## src/rtl/axis_converter_pkg_prm.sv

```systemverilog
// Shared constants and FSM state types for the AXI-Lite to AXI-Stream bridge.
package axis_converter_pkg_prm;

  // AXI response codes
  localparam logic [1:0] RESP_OKAY   = 2'b00;
  localparam logic [1:0] RESP_SLVERR = 2'b10;
  localparam logic [1:0] RESP_DECERR = 2'b11;

  // Per-channel register offsets (channel c sits at c*0x10)
  localparam logic [3:0] REG_TX_DATA = 4'h0;
  localparam logic [3:0] REG_TX_LAST = 4'h4;
  localparam logic [3:0] REG_RX_DATA = 4'h8;
  localparam logic [3:0] REG_STATUS  = 4'hC;

  // Global interrupt registers (only decoded when the irq feature is built in)
  localparam logic [7:0] REG_IRQ_MASK = 8'hF0;
  localparam logic [7:0] REG_IRQ_STAT = 8'hF4;

  typedef enum logic {
    W_IDLE = 1'b0,
    W_RESP = 1'b1
  } w_state_t;

  typedef enum logic {
    R_IDLE = 1'b0,
    R_RESP = 1'b1
  } r_state_t;

  // Packs the STATUS register layout in one place.
  function automatic logic [31:0] status_word(input logic [7:0] tx_lvl,
                                              input logic [7:0] rx_lvl,
                                              input logic       rx_last,
                                              input logic       tx_full,
                                              input logic       rx_empty);
    return {13'd0, rx_empty, tx_full, rx_last, rx_lvl, tx_lvl};
  endfunction

endpackage

```

## src/rtl/axil_if.sv

```systemverilog
// AXI4-Lite bundle with parametrised address/data widths.
interface axil_if #(
  parameter int AXI_ADDR_WIDTH = 8,
  parameter int AXI_DATA_WIDTH = 32
);
  logic [AXI_ADDR_WIDTH-1:0]   awaddr;
  logic                        awvalid;
  logic                        awready;
  logic [AXI_DATA_WIDTH-1:0]   wdata;
  logic [AXI_DATA_WIDTH/8-1:0] wstrb;
  logic                        wvalid;
  logic                        wready;
  logic [1:0]                  bresp;
  logic                        bvalid;
  logic                        bready;
  logic [AXI_ADDR_WIDTH-1:0]   araddr;
  logic                        arvalid;
  logic                        arready;
  logic [AXI_DATA_WIDTH-1:0]   rdata;
  logic [1:0]                  rresp;
  logic                        rvalid;
  logic                        rready;

  modport s_axil (
    input  awaddr, awvalid, wdata, wstrb, wvalid, bready, araddr, arvalid, rready,
    output awready, wready, bresp, bvalid, arready, rdata, rresp, rvalid
  );

  modport m_axil (
    output awaddr, awvalid, wdata, wstrb, wvalid, bready, araddr, arvalid, rready,
    input  awready, wready, bresp, bvalid, arready, rdata, rresp, rvalid
  );
endinterface

```

## src/rtl/axis_fifo_sync.sv

```systemverilog
// Single-clock first-word-fall-through FIFO with occupancy level.
// push is ignored when full, pop is ignored when empty; both in one cycle keep level.
module axis_fifo_sync #(
  parameter int WIDTH = 33,
  parameter int DEPTH = 16
) (
  input  logic                     clk,
  input  logic                     rst,
  input  logic                     push,
  input  logic [WIDTH-1:0]         push_data,
  input  logic                     pop,
  output logic [WIDTH-1:0]         head,
  output logic                     full,
  output logic                     empty,
  output logic [$clog2(DEPTH):0]   level
);
  localparam int PW = $clog2(DEPTH);

  logic [WIDTH-1:0] mem [DEPTH];
  logic [PW-1:0]    wr_ptr;
  logic [PW-1:0]    rd_ptr;
  logic [PW:0]      cnt;
  logic             do_push;
  logic             do_pop;

  assign full    = (cnt == (PW+1)'(DEPTH));
  assign empty   = (cnt == '0);
  assign level   = cnt;
  assign head    = mem[rd_ptr];
  assign do_push = push & ~full;
  assign do_pop  = pop & ~empty;

  // Storage array; contents are don't-care while the slot is unoccupied.
  always_ff @(posedge clk) begin
    if (do_push) mem[wr_ptr] <= push_data;
  end

  // Pointers and occupancy count.
  always_ff @(posedge clk) begin
    if (rst) begin
      wr_ptr <= '0;
      rd_ptr <= '0;
      cnt    <= '0;
    end else begin
      if (do_push) wr_ptr <= wr_ptr + 1'b1;
      if (do_pop)  rd_ptr <= rd_ptr + 1'b1;
      case ({do_push, do_pop})
        2'b10:   cnt <= cnt + 1'b1;
        2'b01:   cnt <= cnt - 1'b1;
        default: cnt <= cnt;
      endcase
    end
  end
endmodule

```

## src/rtl/axil_axis_bridge.sv

```systemverilog
// AXI4-Lite slave bridging register accesses to CH_NUM AXI-Stream TX/RX channel pairs.
// Optional feature macro: AXIL_BRIDGE_IRQ_EN adds IRQ_MASK/IRQ_STAT registers and the irq output.
// Handshake rule on every channel (AXI-Lite and stream): a beat transfers on a rising
// edge where valid and ready are both high; valid never waits on ready.
module axil_axis_bridge
  import axis_converter_pkg_prm::*;
#(
  parameter int AXI_DATA_WIDTH = 32,
  parameter int AXI_ADDR_WIDTH = 8,
  parameter int CH_NUM         = 2,
  parameter int FIFO_DEPTH     = 16
) (
  input  logic                               aclk,
  input  logic                               areset,
  axil_if.s_axil                             s_axil,
  output logic [CH_NUM*AXI_DATA_WIDTH-1:0]   m_axis_tdata,
  output logic [CH_NUM-1:0]                  m_axis_tlast,
  output logic [CH_NUM-1:0]                  m_axis_tvalid,
  input  logic [CH_NUM-1:0]                  m_axis_tready,
  input  logic [CH_NUM*AXI_DATA_WIDTH-1:0]   s_axis_tdata,
  input  logic [CH_NUM-1:0]                  s_axis_tlast,
  input  logic [CH_NUM-1:0]                  s_axis_tvalid,
  output logic [CH_NUM-1:0]                  s_axis_tready,
`ifdef AXIL_BRIDGE_IRQ_EN
  output logic                               irq,
`endif
  output w_state_t                           dbg_wstate,
  output r_state_t                           dbg_rstate
);
  localparam int DW   = AXI_DATA_WIDTH;
  localparam int AW   = AXI_ADDR_WIDTH;
  localparam int SW   = DW / 8;
  localparam int LW   = $clog2(FIFO_DEPTH) + 1;
  localparam int CH_W = (CH_NUM > 1) ? $clog2(CH_NUM) : 1;

  // ---------------- channel FIFOs ----------------
  logic [CH_NUM-1:0] tx_push, tx_pop, tx_full, tx_empty;
  logic [CH_NUM-1:0] rx_push, rx_pop, rx_full, rx_empty;
  logic [DW:0]       tx_head  [CH_NUM];
  logic [DW:0]       rx_head  [CH_NUM];
  logic [LW-1:0]     tx_level [CH_NUM];
  logic [LW-1:0]     rx_level [CH_NUM];
  logic [DW:0]       tx_wdata;

  for (genvar c = 0; c < CH_NUM; c++) begin : g_ch
    axis_fifo_sync #(.WIDTH(DW+1), .DEPTH(FIFO_DEPTH)) u_tx_fifo (
      .clk(aclk), .rst(areset), .push(tx_push[c]), .push_data(tx_wdata),
      .pop(tx_pop[c]), .head(tx_head[c]), .full(tx_full[c]),
      .empty(tx_empty[c]), .level(tx_level[c])
    );
    axis_fifo_sync #(.WIDTH(DW+1), .DEPTH(FIFO_DEPTH)) u_rx_fifo (
      .clk(aclk), .rst(areset), .push(rx_push[c]),
      .push_data({s_axis_tlast[c], s_axis_tdata[c*DW +: DW]}),
      .pop(rx_pop[c]), .head(rx_head[c]), .full(rx_full[c]),
      .empty(rx_empty[c]), .level(rx_level[c])
    );
    assign m_axis_tvalid[c]          = ~tx_empty[c] & ~areset;
    assign m_axis_tdata[c*DW +: DW]  = tx_head[c][DW-1:0];
    assign m_axis_tlast[c]           = tx_head[c][DW];
    assign tx_pop[c]                 = m_axis_tvalid[c] & m_axis_tready[c];
    assign s_axis_tready[c]          = ~rx_full[c] & ~areset;
    assign rx_push[c]                = s_axis_tvalid[c] & s_axis_tready[c];
  end

`ifdef AXIL_BRIDGE_IRQ_EN
  logic [CH_NUM-1:0] irq_mask;
  logic              irq_q;
  logic              w_mask_we;
`endif

  // ---------------- write channel ----------------
  w_state_t        wstate, wstate_nx;
  logic            aw_held, w_held;
  logic [AW-1:0]   awaddr_q;
  logic [DW-1:0]   wdata_q;
  logic [SW-1:0]   wstrb_q;
  logic            awready_c, wready_c, bvalid_c;
  logic            aw_hs, w_hs, w_fire;
  logic [AW-1:0]   w_addr;
  logic [DW-1:0]   w_data;
  logic [SW-1:0]   w_strb;
  logic [1:0]      w_resp, bresp_q;
  logic            w_push_en, w_push_last;
  logic [CH_W-1:0] w_ch;

  // Address and data are merged from the held copy or the live bus, whichever arrives.
  assign aw_hs    = s_axil.awvalid & awready_c;
  assign w_hs     = s_axil.wvalid & wready_c;
  assign w_addr   = aw_held ? awaddr_q : s_axil.awaddr;
  assign w_data   = w_held ? wdata_q : s_axil.wdata;
  assign w_strb   = w_held ? wstrb_q : s_axil.wstrb;
  assign w_fire   = (wstate == W_IDLE) & (aw_held | aw_hs) & (w_held | w_hs);
  assign tx_wdata = {w_push_last, w_data};

  // Write decode: response code and whether a TX push is allowed.
  always_comb begin
    w_resp      = RESP_DECERR;
    w_push_en   = 1'b0;
    w_push_last = 1'b0;
    w_ch        = w_addr[4 +: CH_W];
`ifdef AXIL_BRIDGE_IRQ_EN
    w_mask_we   = 1'b0;
`endif
    if (int'(w_addr[AW-1:4]) < CH_NUM) begin
      case ({w_addr[3:2], 2'b00})
        REG_TX_DATA, REG_TX_LAST: begin
          if ((&w_strb) && !tx_full[w_ch]) begin
            w_resp      = RESP_OKAY;
            w_push_en   = 1'b1;
            w_push_last = (w_addr[3:2] == REG_TX_LAST[3:2]);
          end else begin
            w_resp = RESP_SLVERR;
          end
        end
        default: w_resp = RESP_SLVERR;
      endcase
    end
`ifdef AXIL_BRIDGE_IRQ_EN
    else if ({w_addr[AW-1:2], 2'b00} == AW'(REG_IRQ_MASK)) begin
      w_resp    = RESP_OKAY;
      w_mask_we = 1'b1;
    end else if ({w_addr[AW-1:2], 2'b00} == AW'(REG_IRQ_STAT)) begin
      w_resp = RESP_SLVERR;
    end
`endif
  end

  // Write FSM state register.
  always_ff @(posedge aclk) begin
    if (areset) wstate <= W_IDLE;
    else        wstate <= wstate_nx;
  end

  // Write FSM next state.
  always_comb begin
    wstate_nx = wstate;
    case (wstate)
      W_IDLE:  if (w_fire) wstate_nx = W_RESP;
      W_RESP:  if (s_axil.bready) wstate_nx = W_IDLE;
      default: wstate_nx = W_IDLE;
    endcase
  end

  // Write FSM outputs: independent AW/W readies, B valid and the TX push strobe.
  always_comb begin
    awready_c = ~areset & (wstate == W_IDLE) & ~aw_held;
    wready_c  = ~areset & (wstate == W_IDLE) & ~w_held;
    bvalid_c  = (wstate == W_RESP);
    for (int c = 0; c < CH_NUM; c++) begin
      tx_push[c] = w_fire & w_push_en & (w_ch == CH_W'(c));
    end
  end

  // Write datapath: hold AW/W until both are present, register the response.
  always_ff @(posedge aclk) begin
    if (areset) begin
      aw_held  <= 1'b0;
      w_held   <= 1'b0;
      awaddr_q <= '0;
      wdata_q  <= '0;
      wstrb_q  <= '0;
      bresp_q  <= RESP_OKAY;
    end else if (w_fire) begin
      aw_held  <= 1'b0;
      w_held   <= 1'b0;
      bresp_q  <= w_resp;
    end else begin
      if (aw_hs) begin
        aw_held  <= 1'b1;
        awaddr_q <= s_axil.awaddr;
      end
      if (w_hs) begin
        w_held  <= 1'b1;
        wdata_q <= s_axil.wdata;
        wstrb_q <= s_axil.wstrb;
      end
    end
  end

  assign s_axil.awready = awready_c;
  assign s_axil.wready  = wready_c;
  assign s_axil.bvalid  = bvalid_c;
  assign s_axil.bresp   = bresp_q;
  assign dbg_wstate     = wstate;

  // ---------------- read channel ----------------
  r_state_t        rstate, rstate_nx;
  logic            arready_c, rvalid_c, r_fire;
  logic [1:0]      r_resp, rresp_q;
  logic [DW-1:0]   r_data, rdata_q;
  logic            r_pop_en;
  logic [CH_W-1:0] r_ch;

  assign r_fire = s_axil.arvalid & arready_c;

  // Read decode on the live address; STATUS samples levels in the accept cycle.
  always_comb begin
    r_resp   = RESP_DECERR;
    r_data   = '0;
    r_pop_en = 1'b0;
    r_ch     = s_axil.araddr[4 +: CH_W];
    if (int'(s_axil.araddr[AW-1:4]) < CH_NUM) begin
      case ({s_axil.araddr[3:2], 2'b00})
        REG_RX_DATA: begin
          if (!rx_empty[r_ch]) begin
            r_resp   = RESP_OKAY;
            r_data   = rx_head[r_ch][DW-1:0];
            r_pop_en = 1'b1;
          end else begin
            r_resp = RESP_SLVERR;
          end
        end
        REG_STATUS: begin
          r_resp = RESP_OKAY;
          r_data = DW'(status_word(8'(tx_level[r_ch]), 8'(rx_level[r_ch]),
                                   rx_head[r_ch][DW] & ~rx_empty[r_ch],
                                   tx_full[r_ch], rx_empty[r_ch]));
        end
        default: r_resp = RESP_SLVERR;
      endcase
    end
`ifdef AXIL_BRIDGE_IRQ_EN
    else if ({s_axil.araddr[AW-1:2], 2'b00} == AW'(REG_IRQ_MASK)) begin
      r_resp = RESP_OKAY;
      r_data = DW'(irq_mask);
    end else if ({s_axil.araddr[AW-1:2], 2'b00} == AW'(REG_IRQ_STAT)) begin
      r_resp = RESP_OKAY;
      r_data = DW'(~rx_empty);
    end
`endif
  end

  // Read FSM state register.
  always_ff @(posedge aclk) begin
    if (areset) rstate <= R_IDLE;
    else        rstate <= rstate_nx;
  end

  // Read FSM next state.
  always_comb begin
    rstate_nx = rstate;
    case (rstate)
      R_IDLE:  if (r_fire) rstate_nx = R_RESP;
      R_RESP:  if (s_axil.rready) rstate_nx = R_IDLE;
      default: rstate_nx = R_IDLE;
    endcase
  end

  // Read FSM outputs: AR ready, R valid and the RX pop strobe.
  always_comb begin
    arready_c = ~areset & (rstate == R_IDLE);
    rvalid_c  = (rstate == R_RESP);
    for (int c = 0; c < CH_NUM; c++) begin
      rx_pop[c] = r_fire & r_pop_en & (r_ch == CH_W'(c));
    end
  end

  // Read datapath: capture data/response at AR accept.
  always_ff @(posedge aclk) begin
    if (areset) begin
      rdata_q <= '0;
      rresp_q <= RESP_OKAY;
    end else if (r_fire) begin
      rdata_q <= r_data;
      rresp_q <= r_resp;
    end
  end

  assign s_axil.arready = arready_c;
  assign s_axil.rvalid  = rvalid_c;
  assign s_axil.rdata   = rdata_q;
  assign s_axil.rresp   = rresp_q;
  assign dbg_rstate     = rstate;

`ifdef AXIL_BRIDGE_IRQ_EN
  // Interrupt mask register and registered irq: any enabled channel with RX data pending.
  always_ff @(posedge aclk) begin
    if (areset) begin
      irq_mask <= '0;
      irq_q    <= 1'b0;
    end else begin
      if (w_fire && w_mask_we) irq_mask <= w_data[CH_NUM-1:0];
      irq_q <= |(irq_mask & ~rx_empty);
    end
  end
  assign irq = irq_q;
`endif

  // Byte-offset bits are ignored by design.
  logic unused_addr_bits;
  assign unused_addr_bits = ^{w_addr[1:0], s_axil.araddr[1:0]};
endmodule

```

## src/flat_wrapper.sv

```systemverilog
// flat-port wrapper written by rule: the top's interface ports become plain ports
module axil_axis_bridge_flat import axis_converter_pkg_prm::*;
#(
  parameter int AXI_DATA_WIDTH = 32,
  parameter int AXI_ADDR_WIDTH = 8,
  parameter int CH_NUM         = 2,
  parameter int FIFO_DEPTH     = 16
)
  (aclk, areset, m_axis_tdata, m_axis_tlast, m_axis_tvalid, m_axis_tready, s_axis_tdata, s_axis_tlast, s_axis_tvalid, s_axis_tready, dbg_wstate, dbg_rstate, s_axil_awaddr, s_axil_awvalid, s_axil_wdata, s_axil_wstrb, s_axil_wvalid, s_axil_bready, s_axil_araddr, s_axil_arvalid, s_axil_rready, s_axil_awready, s_axil_wready, s_axil_bresp, s_axil_bvalid, s_axil_arready, s_axil_rdata, s_axil_rresp, s_axil_rvalid);
  axil_if #(.AXI_ADDR_WIDTH(AXI_ADDR_WIDTH), .AXI_DATA_WIDTH(AXI_DATA_WIDTH)) s_axil_i ();
  input  logic aclk;
  input  logic areset;
  output logic [CH_NUM*AXI_DATA_WIDTH-1:0] m_axis_tdata;
  output logic [CH_NUM-1:0] m_axis_tlast;
  output logic [CH_NUM-1:0] m_axis_tvalid;
  input  logic [CH_NUM-1:0] m_axis_tready;
  input  logic [CH_NUM*AXI_DATA_WIDTH-1:0] s_axis_tdata;
  input  logic [CH_NUM-1:0] s_axis_tlast;
  input  logic [CH_NUM-1:0] s_axis_tvalid;
  output logic [CH_NUM-1:0] s_axis_tready;
  output w_state_t dbg_wstate;
  output r_state_t dbg_rstate;
  input wire logic [$bits(s_axil_i.awaddr)-1:0] s_axil_awaddr;
  input wire logic [$bits(s_axil_i.awvalid)-1:0] s_axil_awvalid;
  input wire logic [$bits(s_axil_i.wdata)-1:0] s_axil_wdata;
  input wire logic [$bits(s_axil_i.wstrb)-1:0] s_axil_wstrb;
  input wire logic [$bits(s_axil_i.wvalid)-1:0] s_axil_wvalid;
  input wire logic [$bits(s_axil_i.bready)-1:0] s_axil_bready;
  input wire logic [$bits(s_axil_i.araddr)-1:0] s_axil_araddr;
  input wire logic [$bits(s_axil_i.arvalid)-1:0] s_axil_arvalid;
  input wire logic [$bits(s_axil_i.rready)-1:0] s_axil_rready;
  output wire logic [$bits(s_axil_i.awready)-1:0] s_axil_awready;
  output wire logic [$bits(s_axil_i.wready)-1:0] s_axil_wready;
  output wire logic [$bits(s_axil_i.bresp)-1:0] s_axil_bresp;
  output wire logic [$bits(s_axil_i.bvalid)-1:0] s_axil_bvalid;
  output wire logic [$bits(s_axil_i.arready)-1:0] s_axil_arready;
  output wire logic [$bits(s_axil_i.rdata)-1:0] s_axil_rdata;
  output wire logic [$bits(s_axil_i.rresp)-1:0] s_axil_rresp;
  output wire logic [$bits(s_axil_i.rvalid)-1:0] s_axil_rvalid;
  assign s_axil_i.awaddr = s_axil_awaddr;
  assign s_axil_i.awvalid = s_axil_awvalid;
  assign s_axil_i.wdata = s_axil_wdata;
  assign s_axil_i.wstrb = s_axil_wstrb;
  assign s_axil_i.wvalid = s_axil_wvalid;
  assign s_axil_i.bready = s_axil_bready;
  assign s_axil_i.araddr = s_axil_araddr;
  assign s_axil_i.arvalid = s_axil_arvalid;
  assign s_axil_i.rready = s_axil_rready;
  assign s_axil_awready = s_axil_i.awready;
  assign s_axil_wready = s_axil_i.wready;
  assign s_axil_bresp = s_axil_i.bresp;
  assign s_axil_bvalid = s_axil_i.bvalid;
  assign s_axil_arready = s_axil_i.arready;
  assign s_axil_rdata = s_axil_i.rdata;
  assign s_axil_rresp = s_axil_i.rresp;
  assign s_axil_rvalid = s_axil_i.rvalid;
  axil_axis_bridge #(.AXI_DATA_WIDTH(AXI_DATA_WIDTH), .AXI_ADDR_WIDTH(AXI_ADDR_WIDTH), .CH_NUM(CH_NUM), .FIFO_DEPTH(FIFO_DEPTH)) u_core (.aclk(aclk), .areset(areset), .s_axil(s_axil_i), .m_axis_tdata(m_axis_tdata), .m_axis_tlast(m_axis_tlast), .m_axis_tvalid(m_axis_tvalid), .m_axis_tready(m_axis_tready), .s_axis_tdata(s_axis_tdata), .s_axis_tlast(s_axis_tlast), .s_axis_tvalid(s_axis_tvalid), .s_axis_tready(s_axis_tready), .dbg_wstate(dbg_wstate), .dbg_rstate(dbg_rstate));
endmodule
```

## config.mk

```make
export PLATFORM = sky130hd
export DESIGN_NAME = axil_axis_bridge_flat
export DESIGN_NICKNAME = d
export VERILOG_FILES = /design/src/rtl/axis_converter_pkg_prm.sv /design/src/rtl/axil_if.sv /design/src/rtl/axis_fifo_sync.sv /design/src/rtl/axil_axis_bridge.sv /design/src/flat_wrapper.sv
export SDC_FILE = /design/constraint.sdc
export NUM_CORES = 2
export LEC_CHECK = 0
export ABC_CLOCK_PERIOD_IN_PS = 13000
export BUFFER_PORTS_ARGS = -buffer_cell sky130_fd_sc_hd__buf_2
export CELL_PAD_IN_SITES_DETAIL_PLACEMENT = 0
export CELL_PAD_IN_SITES_GLOBAL_PLACEMENT = 2
export CORE_UTILIZATION = 40
export DETAILED_ROUTE_END_ITERATION = 6
export GPL_ROUTABILITY_DRIVEN = 1
export HOLD_SLACK_MARGIN = 0.12
export MAX_ROUTING_LAYER = met4
export PLACE_DENSITY_LB_ADDON = 0.08
export SYNTH_ARGS = -nofsm -noshare
export SYNTH_HDL_FRONTEND = slang
export SYNTH_SLANG_ARGS = --single-unit
```

## constraint.sdc

```tcl
create_clock -name aclk -period 13 [get_ports aclk]
set_input_delay 2.6 -clock aclk [delete_from_list [all_inputs] [get_ports aclk]]
set_output_delay 2.6 -clock aclk [all_outputs]
set_load 0.1 [all_outputs]
```

==> results.txt <==
- Number of vias per cell: 5.43
* Routed length per placed instance: about 30 um
* Total of hold buffers inserted after clock tree synthesis: 0
* Largest delay share family, worst path: buffers and inverters
* Worst Reg2Reg Path Length in Cells: 6
- Arrival @ worst endpoint: 4530 ps
- The congestion estimate from routability-driven global placement came to ~0.72.
- Max Buffers Root-to-Sink: 3
- For this run, the post-layout net count is 4464.
- Number of gates given a new drive strength after cts: 0
- Total nets after synthesis: just over 4000
* Power share of the sequential group: 0.531
* Core area: 215000 um2
- Commonest register cell after synthesis: edfxtp_1
- The worst register-to-register path ends at u_core.g_ch[1].u_tx_fifo.mem[3][24]$_DFFE_PP_.
- After clock tree synthesis, the clock-pin slew on the worst setup and hold paths is roughly 60 ps.
- Global-route usage over all layers: 0.207
- EDFF count, synth: ~2100
* Synth Cell Area: ~87000 um2
- For this run, the number of Yosys warnings is 0.
* Number of instances in the synthesized netlist: 3951
* Number of buffers added for setup after CTS: 0
- The detail route stage leaves a number of antenna-violating nets equal to 0.
- Entering global routing, the biggest net connects about 100 pins.
- Sequential element share of the synthesized area: 0.765
* Maximum level of the CTS H-tree: 4
- Once layout is done, the placed cells without fillers occupy about 100000 um2.
- The detailed router finished its first iteration with 3295 violations.
- Wire length of the first global-routing pass: 310 mm
- Setup repair after global routing left no endpoint under its margin.
- Max-cap violations in this run came to 0.
- Combined buffer and inverter count along the critical path: 3
* Crit path time final: just over 7000 ps
* Maximum fanout along the worst path: between 40 and 50
- HPWL after DPL: approximately 120 mm
- The worst hold path passes through 2 cells.
* Fraction of power spent switching nets: 0.202
* Met2 wire length: 111 mm
- At the pin with the least slew margin, the transition time is 1260 ps.
- The share of total power dissipated in combinational logic is 0.022.
- The worst hold path belongs to the class flop to flop.
* Row cnt: 170
- Final hold violation count: 0
- Area of the die: 219000 um2
- Internal Power: 12.1 mW
* Slowest library cell on the worst path: buf_4
- Reg2reg start: u_core.w_held$_SDFFE_PP0P_
- Area after detailed placement: just over 90000 um2
- The first TritonRoute pass finished after 5 iterations.
- Total power per unit cell area: ~150 nW/um2
* Synth-to-Final Area Change: 14.8%
- For this block, the via count after detailed routing is 40000.
- Overflow after GRT: 0
* Detailed-route wire length on metal 1: roughly 92 mm
* Synthesis-stage register bit count: 2262
- Walking the worst path, the cells encountered are buf_4, buf_4, mux4_2, mux4_2, buf_2.
* Number of top-level pins: between 200 and 250
- Ratio of cells with drive above 1 in the final layout: 0.322
* Hold wc startpoint: u_core.wdata_q[22]$_SDFFE_PP0P_
- Nature of the critical path startpoint: flop
* Worst path required time: roughly 10000 ps
- The via count of the first global-routing pass came to roughly 42000.
* Net load switching power: 3.06 mW
- TritonCTS created 235 clock buffers.
- CTS Sinks: approximately 2300
- WL final: between 200 and 250 mm
* Worst-Skew Late Latency: 850 ps
* Status: complete, no violations
- Final Slew Violations: 0
- Number of fill cells: roughly 18000
* Length of routed met3 wiring: just over 10 mm
- The path with the worst hold slack has its endpoint at u_core.wdata_q[22]$_SDFFE_PP0P_.
* Power share of the clock group: 0.447
- Clock tree from TritonCTS: built
- Worst hold margin: between 400 and 500 ps
- Worst vdd ir: 130 uV
- Dividing the final minimum period by the clock period gives 0.549.
- Number of distinct library cells after synthesis: 62
* Final total negative setup slack: 0 ps
- The number of antenna violations at the first check in global routing was 40.
- Floorplan die width: approximately 470 um
- Counting flops with an async set or reset pin after synthesis yields a share of 0.
* Endpoints failing setup: 0
- Largest stage delay on the critical path: approximately 830 ps
- Leak Pwr: 30.6 nW
- The clock arrives with 28.6 ps of skew.
- A synthesized cell averages ~22 um2.
- Clock root buffer: clkbuf_16
- Across all register-to-register paths, the minimum setup slack is roughly 9100 ps.
- Type of destination of the critical path: output port
* Post-route DRC: 0
* Vert. Die Dim: about 470 um
- Worst relative slew slack: 0.158
- The critical path is of the flop to output port type.
- Timing would allow up to around 140 MHz.
- The initial utilization of the core area, before any placement, comes to 0.404.
- Input and output buffers added on the ports amount to between 200 and 250.
* Top metal layer carrying routed signals: met4
worst min-delay path: cells and delay by family, from the launching register on:
| family | cells | cell delay, ps |
|---|---|---|
| flip-flops | 1 | 300 |
| AND/OR/NAND/NOR | 1 | 50 |
| AO/OA/AOI/OAI | 1 | 50 |
cell usage after synthesis (4+ instances only):
cell       number  area [um2]
edfxtp_1     2112       63400
mux4_2        612       13800
nand2_1       171         642
dfxtp_1       150        3000
nor2_1        115         432
clkbuf_1      107         402
buf_2          85         425
a21oi_1        84         420
mux2_2         70         788
mux2i_1        69         691
ha_1           35         438
a22oi_1        33         248
inv_1          28         105
nor3_1         25         125
o211ai_1       25         188
o21ai_0        25         125
buf_1          21        78.8
xor2_1         21         184
nand2b_1       17         106
xnor2_1        15         131
a221oi_1       12         105
nor2b_1        11        68.8
or3_1          11        68.8
nand4_1        10        62.6
a2bb2oi_1       8        70.1
buf_4           7        52.6
nand3_1         7        35.0
a21o_1          6        45.0
o22ai_1         5        31.3
o31ai_1         4        30.0
area by class of cell:
type	count	area (um2)	area share
inverter	29	109	0.00109
antenna	29	72.6	0.000728
multi-input combinational	1437	19700	0.198
timing repair buffer	333	1930	0.0193
sequential	2262	66500	0.667
tap	2838	3550	0.0356
clock buffer	309	6360	0.0638
clock inverter	125	1430	0.0144
per-layer routing:
| metal | GRT usage | up-vias |
|---|---|---|
| met4 | 0.0440 | 0 |
| li1 | - | 17300 |
| met5 | - | - |
| met1 | 0.264 | 21600 |
| met2 | 0.345 | 875 |
| met3 | 0.0377 | 275 |
per-stage QoR:
stage                     total power, mW  setup slack (ps)  cells   util
after floorplan                      8.36              5180   3951      -
after global placement               8.52              6100   6899  0.427
after detailed placement             8.53              6100   6899  0.427
after CTS                            15.3              5600   7333  0.463
after global routing                 15.6              5470   7355  0.463
final                                15.1              5870   7362  0.464
power groups by stage:
stage / combinational [mW] / clock (mW) / sequential (mW)
after floorplan: 0.153 / 0 / 8.21
after global placement: 0.328 / 0 / 8.19
after detailed placement: 0.338 / 0 / 8.20
after CTS: 0.338 / 6.95 / 8.04
after global routing: 0.357 / 7.20 / 8.04
final: 0.327 / 6.77 / 8.04
state kept, by name, summed over array words and instances, names as in the netlist, 2 cells and up, named ones only:
name / flops
u_core.g_ch.u_rx_fifo.mem: 1056
u_core.g_ch.u_tx_fifo.mem: 1056
u_core.s_axil.rdata: 32
u_core.wdata_q: 32
u_core.g_ch.u_rx_fifo.level: 10
u_core.g_ch.u_tx_fifo.level: 10
u_core.g_ch.u_rx_fifo.rd_ptr: 8
u_core.g_ch.u_rx_fifo.wr_ptr: 8
u_core.g_ch.u_tx_fifo.rd_ptr: 8
u_core.g_ch.u_tx_fifo.wr_ptr: 8
u_core.awaddr_q: 6
u_core.wstrb_q: 4
u_core.s_axil.bresp: 2
u_core.s_axil.rresp: 2
worst max-delay path by stage:
stage / startpoint / to / slack (ps) / depth (start not counted)
final: flop / m_axis_tdata[38] / 5870 / 5
after floorplan: areset / s_axil_awready / 5180 / 4
after global placement: areset / s_axis_tready[0] / 6100 / 4
after detailed placement: areset / s_axis_tready[0] / 6100 / 4
after CTS: flop / m_axis_tdata[41] / 5600 / 5
after global routing: flop / m_axis_tdata[38] / 5470 / 5
placed cells by master, fill, tap and decap left out, types with 6 or more instances in the layout:
master,synthesis,layout
o21ai_0,25,25
dfxtp_4,0,14
bufinv_16,0,28
clkbuf_8,0,14
nor3_1,25,9
buf_4,7,95
a221oi_1,12,12
buf_2,85,236
nor2_1,115,66
diode_2,0,29
a21oi_1,84,83
or3_1,11,11
edfxtp_1,2112,2112
nor3_2,0,16
inv_1,28,28
mux2_2,70,70
a21o_1,6,6
ha_1,35,35
a2bb2oi_1,8,8
nor2_4,0,48
clkbuf_16,0,238
xnor2_1,15,15
nand2_1,171,171
nand3_1,7,6
dfxtp_1,150,133
nor2b_1,11,11
nand2b_1,17,17
mux4_2,612,612
clkinv_1,0,43
clkbuf_1,107,57
a22oi_1,33,33
xor2_1,21,21
nand4_1,10,10
mux2i_1,69,69
o211ai_1,25,25
clkinv_2,0,37
kinds of logic after synthesis:
kind of cell / after synthesis / synth area share
compound gates: 227 / 0.0175
xor+xnor: 36 / 0.00363
fa+ha+maj: 37 / 0.00551
buf+inv: 252 / 0.0127
flops: 2262 / 0.765
mux: 751 / 0.176
simple gates: 386 / 0.0197
Note: power is estimated with default switching activity, not from simulation.
